[config.mk]
export PLATFORM = sky130hd
export DESIGN_NAME = multicycle_ctrl
export DESIGN_NICKNAME = d
export VERILOG_FILES = /design/src/rtl/multicycle_ctrl.sv
export SDC_FILE = /design/constraint.sdc
export NUM_CORES = 1
export LEC_CHECK = 0
export CORE_ASPECT_RATIO = 0.5
export CORE_MARGIN = 2
export CORE_UTILIZATION = 40
export DETAILED_ROUTE_END_ITERATION = 12
export PLACE_DENSITY = 0.67
export SLEW_MARGIN = 25
export SYNTH_ARGS = -nofsm -noshare
export SYNTH_HDL_FRONTEND = slang
export SYNTH_SLANG_ARGS = --single-unit
[constraint.sdc]
create_clock -name i_clock -period 3.5 [get_ports i_clock]
set_clock_uncertainty 0.2 [all_clocks]
set_input_delay 0.7 -clock i_clock [delete_from_list [all_inputs] [get_ports i_clock]]
set_output_delay 0.7 -clock i_clock [all_outputs]
set_load 0.02 [all_outputs]
[src/rtl/multicycle_ctrl.sv]
// multicycle_ctrl: multi-cycle control FSM for the MIPS datapath.
// Sequences fetch/decode/execute/memory/writeback, runs the ready handshake
// with the unified memory, and traps on illegal opcodes or stalled requests.
// Optional build macro PERF_CNT_EN adds cycle and retired-instruction counters.
module multicycle_ctrl #(
    parameter int MEM_WAIT_MAX = 15
) (
    input  logic        i_clock,
    input  logic        i_reset,
    input  logic [5:0]  i_opcode,
    input  logic [5:0]  i_funct,
    input  logic        i_zero_flag,
    input  logic        i_mem_ready,
    output logic        o_mem_req,
    output logic        o_mem_we,
    output logic        o_iord,
    output logic        o_ir_write,
    output logic        o_pc_write,
    output logic [1:0]  o_pc_src,
    output logic [3:0]  o_alu_op,
    output logic        o_alu_src_a,
    output logic [1:0]  o_alu_src_b,
    output logic        o_bne,
    output logic        o_reg_write,
    output logic [1:0]  o_reg_dst,
    output logic [1:0]  o_wb_src,
    output logic        o_trap,
    output logic [1:0]  o_trap_cause
`ifdef PERF_CNT_EN
    ,
    output logic [31:0] o_cycle_count,
    output logic [31:0] o_instr_count
`endif
);

    typedef enum logic [3:0] {
        S_FETCH,
        S_DECODE,
        S_EXEC_R,
        S_EXEC_I,
        S_WB_ALU,
        S_ADDR,
        S_MEM_RD,
        S_MEM_WR,
        S_WB_MEM,
        S_BRANCH,
        S_JUMP,
        S_JR,
        S_TRAP
    } state_t;

    localparam logic [7:0] WAIT_LIMIT    = 8'(MEM_WAIT_MAX);
    localparam logic [1:0] CAUSE_ILLEGAL = 2'd1;
    localparam logic [1:0] CAUSE_BUS     = 2'd2;

    state_t      r_state;
    state_t      w_nextState;
    state_t      w_decodeTarget;
    logic [7:0]  r_waitCount;
    logic [1:0]  r_trapCause;
    logic [1:0]  w_nextCause;
    logic [3:0]  w_aluOpR;
    logic [3:0]  w_aluOpI;
    logic        w_memWaiting;
    logic        w_waitExpired;

    // A request is stalling whenever a memory-facing state sees no ready.
    assign w_memWaiting  = ((r_state == S_FETCH) || (r_state == S_MEM_RD) ||
                            (r_state == S_MEM_WR)) && !i_mem_ready;
    assign w_waitExpired = w_memWaiting && (r_waitCount == WAIT_LIMIT);

    // Instruction classification: where DECODE goes for each opcode/funct.
    always_comb begin
        w_decodeTarget = S_TRAP;
        case (i_opcode)
            6'h00: begin
                case (i_funct)
                    6'h00, 6'h02, 6'h03, 6'h04, 6'h06, 6'h07,
                    6'h20, 6'h21, 6'h22, 6'h23, 6'h24, 6'h25,
                    6'h26, 6'h27, 6'h2A, 6'h2B: w_decodeTarget = S_EXEC_R;
                    6'h08:                      w_decodeTarget = S_JR;
                    default:                    w_decodeTarget = S_TRAP;
                endcase
            end
            6'h08, 6'h09, 6'h0A, 6'h0B, 6'h0D, 6'h0F: w_decodeTarget = S_EXEC_I;
            6'h23, 6'h2B:                             w_decodeTarget = S_ADDR;
            6'h04, 6'h05:                             w_decodeTarget = S_BRANCH;
            6'h02, 6'h03:                             w_decodeTarget = S_JUMP;
            default:                                  w_decodeTarget = S_TRAP;
        endcase
    end

    // ALU operation for R-type instructions, selected by funct.
    always_comb begin
        w_aluOpR = 4'd6;
        case (i_funct)
            6'h00:        w_aluOpR = 4'd0;
            6'h02:        w_aluOpR = 4'd1;
            6'h03:        w_aluOpR = 4'd2;
            6'h04:        w_aluOpR = 4'd3;
            6'h06:        w_aluOpR = 4'd4;
            6'h07:        w_aluOpR = 4'd5;
            6'h20, 6'h21: w_aluOpR = 4'd6;
            6'h22, 6'h23: w_aluOpR = 4'd7;
            6'h24:        w_aluOpR = 4'd8;
            6'h25:        w_aluOpR = 4'd9;
            6'h26:        w_aluOpR = 4'd10;
            6'h27:        w_aluOpR = 4'd11;
            6'h2A:        w_aluOpR = 4'd12;
            6'h2B:        w_aluOpR = 4'd13;
            default:      w_aluOpR = 4'd6;
        endcase
    end

    // ALU operation for I-type ALU instructions, selected by opcode.
    always_comb begin
        w_aluOpI = 4'd6;
        case (i_opcode)
            6'h08, 6'h09: w_aluOpI = 4'd6;
            6'h0A:        w_aluOpI = 4'd12;
            6'h0B:        w_aluOpI = 4'd13;
            6'h0D:        w_aluOpI = 4'd15;
            6'h0F:        w_aluOpI = 4'd14;
            default:      w_aluOpI = 4'd6;
        endcase
    end

    // Next-state and Moore outputs; reset forces every output low.
    always_comb begin
        w_nextState  = r_state;
        w_nextCause  = 2'd0;
        o_mem_req    = 1'b0;
        o_mem_we     = 1'b0;
        o_iord       = 1'b0;
        o_ir_write   = 1'b0;
        o_pc_write   = 1'b0;
        o_pc_src     = 2'd0;
        o_alu_op     = 4'd0;
        o_alu_src_a  = 1'b0;
        o_alu_src_b  = 2'd0;
        o_bne        = 1'b0;
        o_reg_write  = 1'b0;
        o_reg_dst    = 2'd0;
        o_wb_src     = 2'd0;
        o_trap       = 1'b0;
        o_trap_cause = 2'd0;
        if (!i_reset) begin
            case (r_state)
                S_FETCH: begin
                    o_mem_req   = 1'b1;
                    o_alu_src_b = 2'd1;
                    o_alu_op    = 4'd6;
                    if (i_mem_ready) begin
                        o_ir_write  = 1'b1;
                        o_pc_write  = 1'b1;
                        w_nextState = S_DECODE;
                    end else if (w_waitExpired) begin
                        w_nextState = S_TRAP;
                        w_nextCause = CAUSE_BUS;
                    end
                end
                S_DECODE: begin
                    o_alu_src_b = 2'd3;
                    o_alu_op    = 4'd6;
                    w_nextState = w_decodeTarget;
                    w_nextCause = CAUSE_ILLEGAL;
                end
                S_EXEC_R: begin
                    o_alu_src_a = 1'b1;
                    o_alu_op    = w_aluOpR;
                    w_nextState = S_WB_ALU;
                end
                S_EXEC_I: begin
                    o_alu_src_a = 1'b1;
                    o_alu_src_b = 2'd2;
                    o_alu_op    = w_aluOpI;
                    w_nextState = S_WB_ALU;
                end
                S_WB_ALU: begin
                    o_reg_write = 1'b1;
                    o_reg_dst   = (i_opcode == 6'h00) ? 2'd1 : 2'd0;
                    w_nextState = S_FETCH;
                end
                S_ADDR: begin
                    o_alu_src_a = 1'b1;
                    o_alu_src_b = 2'd2;
                    o_alu_op    = 4'd6;
                    w_nextState = (i_opcode == 6'h2B) ? S_MEM_WR : S_MEM_RD;
                end
                S_MEM_RD, S_MEM_WR: begin
                    o_mem_req = 1'b1;
                    o_mem_we  = (r_state == S_MEM_WR);
                    o_iord    = 1'b1;
                    if (i_mem_ready) begin
                        w_nextState = (r_state == S_MEM_WR) ? S_FETCH : S_WB_MEM;
                    end else if (w_waitExpired) begin
                        w_nextState = S_TRAP;
                        w_nextCause = CAUSE_BUS;
                    end
                end
                S_WB_MEM: begin
                    o_reg_write = 1'b1;
                    o_wb_src    = 2'd1;
                    w_nextState = S_FETCH;
                end
                S_BRANCH: begin
                    o_alu_src_a = 1'b1;
                    o_alu_op    = 4'd7;
                    o_bne       = (i_opcode == 6'h05);
                    o_pc_src    = 2'd1;
                    o_pc_write  = i_zero_flag;
                    w_nextState = S_FETCH;
                end
                S_JUMP: begin
                    o_pc_src   = 2'd2;
                    o_pc_write = 1'b1;
                    if (i_opcode == 6'h03) begin
                        o_reg_write = 1'b1;
                        o_reg_dst   = 2'd2;
                        o_wb_src    = 2'd2;
                    end
                    w_nextState = S_FETCH;
                end
                S_JR: begin
                    o_pc_src    = 2'd3;
                    o_pc_write  = 1'b1;
                    w_nextState = S_FETCH;
                end
                S_TRAP: begin
                    o_trap       = 1'b1;
                    o_trap_cause = r_trapCause;
                end
                default: w_nextState = S_FETCH;
            endcase
        end
    end

    // State, stall counter and trap cause registers.
    always_ff @(posedge i_clock) begin
        if (i_reset) begin
            r_state     <= S_FETCH;
            r_waitCount <= 8'd0;
            r_trapCause <= 2'd0;
        end else begin
            r_state <= w_nextState;
            if (w_nextState != r_state) begin
                r_waitCount <= 8'd0;
            end else if (w_memWaiting) begin
                r_waitCount <= r_waitCount + 8'd1;
            end
            if ((w_nextState == S_TRAP) && (r_state != S_TRAP)) begin
                r_trapCause <= w_nextCause;
            end
        end
    end

`ifdef PERF_CNT_EN
    logic [31:0] r_cycleCount;
    logic [31:0] r_instrCount;

    // Cycle counter freezes once halted; instructions retire on return to FETCH.
    always_ff @(posedge i_clock) begin
        if (i_reset) begin
            r_cycleCount <= 32'd0;
            r_instrCount <= 32'd0;
        end else begin
            if (r_state != S_TRAP) begin
                r_cycleCount <= r_cycleCount + 32'd1;
            end
            if ((w_nextState == S_FETCH) && (r_state != S_FETCH)) begin
                r_instrCount <= r_instrCount + 32'd1;
            end
        end
    end

    assign o_cycle_count = r_cycleCount;
    assign o_instr_count = r_instrCount;
`endif

endmodule

==> qor.csv, run 1 <==
metric,value,unit
regArea,280,um^2
h-tree-depth,1,
dr.pass1.iters,4,
drt_iter0_drc,85,
via_count,1961,
tritoncts,built,
cp_slowest_cell,clkdlybuf4s50_1,
coreArea,3900,um^2
ioPinCount,39,
worstMarginPinSlew,508,ps
synthDominantCellAreaShare,17.2,%
clkLatencyLatePin,250,ps
die_area,4640,um^2
dieHeight,49.2,um
place.port_buffers,38,
postSynthRegisterBits,14,
ys.flop_type,dfxtp_1,
grt_pass1_wl,8310,um
p_clk_share,28.6,%
synth_warnings,0,
synth.distinct_cells,61,
switching_share,33.6,%
routed_wl,4860,um
multi_input_comb_area,1220,um^2
worst-endpoint-arrival,2510,ps
antenna_found_initial,0,
power.total,0.558,mW
fmax,0.293,GHz
leakagePower,1.04,nW
clk_pin_slew_worst_paths,60,ps
criticalPathCategory,in2out,
synth_area,1630,um^2
ys_top_cells_by_count,"nor2_1 (30), a21oi_1 (16), nand2_1 (15)",
syn-instance-count,233,
synth.most_common_cell,nor2_1,
critPathCaptureType,output pin,
insertedDiodeCount,0,
critPathBufInv,3,
slew_violations,0,
crit_path_cell_trace,clkdlybuf4s50_1 -> inv_1 -> ha_1 -> nand2_1 -> o21ai_0 -> a21oi_1 -> a32oi_1 -> o21ai_1 -> nand4b_1 -> a21oi_2 -> buf_4,
hold_viol,0,
yosys.area.top_type,dfxtp_1,
grt_max_degree,23,
startpoint_type,input port,
slowest_delay,490,ps
cts.root.buffer_cell,clkbuf_8,
synth_edf_count,0,
cp_max_fo,2,
dp.final_hpwl,3840,um
gr-total-overflow,0,
intPower,0.370,mW
max-cap-violations,0,
chipWidth,94.3,um
num-nets-final,319,
cts_sinks,14,
rows,16,
async_reset_ff_share,0,%
rsz0062_at_grt,true,
peakVddDrop,109,uV
synth_area_leaders,"dfxtp_1 (17%), nor2_1 (6.9%), a21oi_1 (4.9%), o21ai_0 (4.0%), ha_1 (3.8%)",
globalplace.congestion,0.863,
ant_nets,0,
powerDensity,239,nW/um^2
fillCellCount,367,
finalHoldWorstSlack,263,ps
post_cts_buffers,0,
cp.required,2600,ps
viasPerCell,5.59,
drc_errors,0,
grt.total_usage,22.0,%
setup_viol,0,
slew_headroom,65.8,%
syn_nets,254,
p_comb_share,40.6,%
p_seq_share,30.8,%
power.switching,0.188,mW
crit_family,buffers and inverters,
cts_max_path_buffers,2,
seq_area_frac_synth,17.2,%
finalCriticalPeriod,3410,ps
cts_inserted_buffers,3,
routedWlPerCell,13.8,um
area_growth,43.3,%
start_util,41.8,%
hold_path.class,reg2reg,
min_period_over_period,97.5,%
grt_pass1_vias,1840,
drive_gt1_share,21.2,%
status,completed,
syn_area_per_cell,7.00,um^2
==> worst paths after layout <==
| path | start | end | slack [ps] | cells after the start |
|---|---|---|---|---|
| setup / recovery | i_funct[1] | o_alu_op[0] | 90 | 11 |
| hold / removal | r_trapCause[1] | r_trapCause[1] | 260 | 2 |
| setup reg to reg | r_state[2] | r_trapCause[0] | 610 | 8 |
| hold reg to reg | r_trapCause[1] | r_trapCause[1] | 260 | 2 |
==> cell usage in the layout, fill, tap and decap left out, types with 5 or more instances in the layout <==
master / n
a21oi_1: 15
a31oi_1: 7
and3_1: 7
buf_4: 41
clkdlybuf4s50_1: 26
dfxtp_1: 14
dlymetal6s2s_1: 6
ha_1: 5
inv_1: 8
nand2_1: 15
nand3_1: 7
nor2_1: 30
nor2b_1: 5
nor3_1: 7
o21ai_0: 12
or2_2: 5
xnor2_1: 6
xor2_1: 5
==> layout make-up <==
| class | count | area share [%] |
|---|---|---|
| Inverter | 8 | 1.28 |
| Clock buffer | 4 | 2.36 |
| Timing Repair Buffer | 78 | 29.1 |
| Sequential cell | 14 | 12.0 |
| Tap cell | 54 | 2.89 |
| Multi-Input combinational cell | 193 | 52.4 |
==> power groups by stage <==
stage / clock (mW) / sequential, mW / combinational [mW]
2_1_floorplan: 0 / 0.170 / 0.132
3_3_place_gp: 0 / 0.175 / 0.223
3_5_place_dp: 0 / 0.175 / 0.226
4_1_cts: 0.159 / 0.172 / 0.225
5_1_grt: 0.168 / 0.173 / 0.249
6_report: 0.160 / 0.172 / 0.227
==> state kept, by name, summed over array words and instances (netlist names) <==
name         cells
r_state          4
r_trapCause      2
r_waitCount      8
==> tightest hold or removal path, stage by stage (launching register included) <==
cell,delay [ps]
dfxtp_1,310
inv_1,60
a211oi_2,50
==> repair_timing <==
action | in CTS | in global routing
pin swaps | 0 | 1
setup endpoints to repair | 6 | 15
resized for setup | 9 | 14
hold buffers | 0 | 0
gates cloned | 0 | 0
==> kinds of logic after synthesis <==
family | count (synthesis) | share of synthesized area (%)
adders and majority gates | 5 | 3.83
DFF | 14 | 17.2
buffers and inverters | 26 | 7.98
and+or+nand+nor | 109 | 36.7
muxes | 4 | 2.53
xor gates and xnor gates | 11 | 5.90
AOI/OAI and AO/OA | 64 | 25.8
==> metrics by stage <==
| step | instance area (um^2) | utilization (%) | setup TNS, ps | std cells | setup slack (ps) |
|---|---|---|---|---|---|
| 5_1_grt | 2340 | 59.9 | -121 | 351 | -79.9 |
| 6_report | 2340 | 59.9 | 0 | 351 | 89.0 |
| 3_5_place_dp | 2280 | 58.4 | -1730 | 347 | -426 |
| 4_1_cts | 2320 | 59.5 | 0 | 351 | 11.0 |
| 3_3_place_gp | 2280 | 58.4 | -1150 | 347 | -290 |
| 2_1_floorplan | 1630 | - | 0 | 233 | 457 |
==> layer usage <==
layer / up-vias / global-route usage [%] / share of wire (%)
met5: - / 0 / 0
met4: 0 / 5.07 / 0.99
met3: 5 / 0.927 / 5.2
met2: 58 / 37.3 / 47
met1: 919 / 31.1 / 47
li1: 979 / - / -
Note: power is estimated with default switching activity, not from simulation.
==> run 2, diff against run 1 <==
--- a/config.mk
+++ b/config.mk
@@ -10,7 +10,6 @@
 export CORE_UTILIZATION = 40
 export DETAILED_ROUTE_END_ITERATION = 12
 export PLACE_DENSITY = 0.67
-export SLEW_MARGIN = 25
 export SYNTH_ARGS = -nofsm -noshare
 export SYNTH_HDL_FRONTEND = slang
 export SYNTH_SLANG_ARGS = --single-unit
==> results of run 2 <==
The final DEF is identical to that of run 1; final timing and power are the same.
==> run 3, diff against run 2 <==
==> constraint.sdc (replaced) <==
create_clock -name i_clock -period 3.15 [get_ports i_clock]
set_clock_uncertainty 0.2 [all_clocks]
set_input_delay 0.63 -clock i_clock [delete_from_list [all_inputs] [get_ports i_clock]]
set_output_delay 0.63 -clock i_clock [all_outputs]
set_load 0.02 [all_outputs]
==> run 3 against run 2 <==
Utilization is 1.6 points higher. Non-clock buffer count increased by 6. Cell area rose by 2.7%. Hold slack got worse by 2.4 ps. Via count up 1.0%. Critical path depth decreased by 6. Register-to-register slack got worse by 170 ps. Critical endpoint is now o_pc_write. Highest routed layer unchanged.
==> qor.csv, run 3 (synthesis gave the netlist of run 1 again) <==
metric,value,unit,change
layout_commonest_cell,buf_4,,
power.switching,0.209,mW,+11%
p_seq_share,31.9,%,+1.1 points
fin_ws,76.0,ps,-13.0 ps
cts.root.buffer_cell,clkbuf_8,,
drive_gt1_share,25.5,%,+4.3 points
grt_pass1_wl,8370,um,+0.75%
dr.pass1.iters,4,,unchanged
insertedDiodeCount,0,,unchanged
hold_path.class,reg2reg,,
cp.required,2320,ps,-280 ps
setup_viol,0,,unchanged
start_util,41.8,%,unchanged
stdcell_area,2400,um^2,+2.7%
antenna_found_initial,0,,unchanged
coreArea,3900,um^2,unchanged
chipWidth,94.3,um,unchanged
drc_errors,0,,unchanged
die_area,4640,um^2,unchanged
cp_max_fo,2,,unchanged
startpoint_type,input port,,
top_regs,"r_waitCount x8, r_state x4, r_trapCause x2",,
globalplace.congestion,0.894,,+3.6%
p_comb_share,44.2,%,+3.6 points
crit_top_cell,clkdlybuf4s50_1,,
crit_path_cell_trace,clkdlybuf4s50_1 -> nand2_1 -> mux2_2 -> nor3_1 -> clkdlybuf4s50_1,,
min_period_over_period,97.6,%,
max-cap-violations,0,,unchanged
grt.total_usage,22.1,%,+0.13 points
status,completed,,
clk_pin_slew_worst_paths,50,ps,about the same
worst-endpoint-arrival,2240,ps,-270 ps
regMostFlops,r_waitCount,,
ioPinCount,39,,unchanged
dpl_cell_area,2320,um^2,+1.6%
peakVddDrop,105,uV,-3.4%
postCtsHoldBufs,0,,unchanged
dp.final_hpwl,3980,um,+3.4%
powerDensity,250,nW/um^2,+4.8%
fin_util,61.5,%,+1.6 points
intPower,0.391,mW,+5.6%
drt_iter0_drc,114,,+34%
gr-total-overflow,0,,unchanged
tritoncts,built,,
grt_pass1_vias,1821,,-1.0%
multi_input_comb_area,1260,um^2,+3.2%
largest_reg_flops,8,,unchanged
routedWlPerCell,14.4,um,+4.3%
cts_inserted_buffers,3,,unchanged
place.port_buffers,38,,unchanged
fmax,0.325,GHz,
dp_slack,-574,ps,-149 ps
rows,16,,unchanged
slew_headroom,67.4,%,+1.6 points
slowest_delay,640,ps,+150 ps
power.total,0.600,mW,+7.6%
rr_worst_depth,8,,unchanged
placed_cells,352,,+1.4%
via_count,1981,,+1.0%
area_growth,47.1,%,
leakagePower,1.10,nW,+5.2%
p_clk_share,23.9,%,-4.7 points
dieHeight,49.2,um,unchanged
cts_max_path_buffers,2,,unchanged
routed_wl,5140,um,+5.8%
hold_depth,2,,unchanged
criticalPathCategory,in2out,,
regArea,280,um^2,unchanged
h-tree-depth,1,,unchanged
fillCellCount,374,,+1.9%
cp_slowest_cell,clkdlybuf4s50_1,,
slew_violations,0,,unchanged
ant_nets,0,,unchanged
layout.cells.non_filler,356,,+1.4%
clkLatencyLatePin,240,ps,about the same
final_cell_mix,"buf_4 (47), nor2_1 (29), nand2_1 (15)",,
switching_share,34.9,%,+1.2 points
critPathCaptureType,output pin,,
hold_viol,0,,unchanged
finalCriticalPeriod,3070,ps,
worstMarginPinSlew,488,ps,-20.3 ps
cts_sinks,14,,unchanged
grt_max_degree,24,,+4.3%
num-nets-final,325,,+1.9%
viasPerCell,5.56,,-0.40%
-- run 3: cell type report --
| type | instances | area share (%) |
|---|---|---|
| multi-input cells | 193 | 52.7 |
| repair buffers | 84 | 29.9 |
| flip-flops and latches | 14 | 11.7 |
| inverters | 8 | 1.25 |
| well taps | 54 | 2.82 |
| clock buffers | 3 | 1.72 |
-- run 3: worst paths after layout --
path	start	to	slack, ps
hold / removal	r_trapCause[1]	r_trapCause[1]	260
hold reg to reg	r_trapCause[1]	r_trapCause[1]	260
setup / recovery	i_mem_ready	o_pc_write	80
setup reg to reg	r_state[3]	r_trapCause[0]	440
-- run 3: power by group through the flow --
stage | Sequential, mW | Clock [mW] | Combinational (mW)
final | 0.192 | 0.143 | 0.265
after detailed placement | 0.195 | 0 | 0.257
after CTS | 0.191 | 0.145 | 0.256
after global routing | 0.193 | 0.155 | 0.289
after global placement | 0.194 | 0 | 0.253
after floorplan | 0.189 | 0 | 0.147
-- run 3: repair_timing --
item	in CTS	in global routing
gates resized for setup	29	19
endpoints found under the setup margin	25	17
hold endpoints to repair	0	0
pin swaps	3	10
buffers inserted	0	1
-- run 3: per-stage QoR --
stage          hold WS, ps  TNS (ps)
2_1_floorplan          240         0
3_3_place_gp           252     -5770
3_5_place_dp           254     -6450
4_1_cts                262     -1020
5_1_grt                290    -0.347
6_report               260         0
-- run 3: critical path, delay by kind of cell --
| kind | cells | cell delay [ps] |
|---|---|---|
| buffers and inverters | 2 | 1120 |
| multiplexers | 1 | 260 |
| AND/OR/NAND/NOR | 2 | 240 |
-- run 3: layer usage --
layer	share of wire (%)	vias up	wire, um	track usage [%]
li1	-	988	-	-
met4	0.84	0	43	5.07
met3	5.5	5	285	1.39
met5	0	-	0	0
met2	47	59	2420	37.4
met1	46	929	2390	31.1
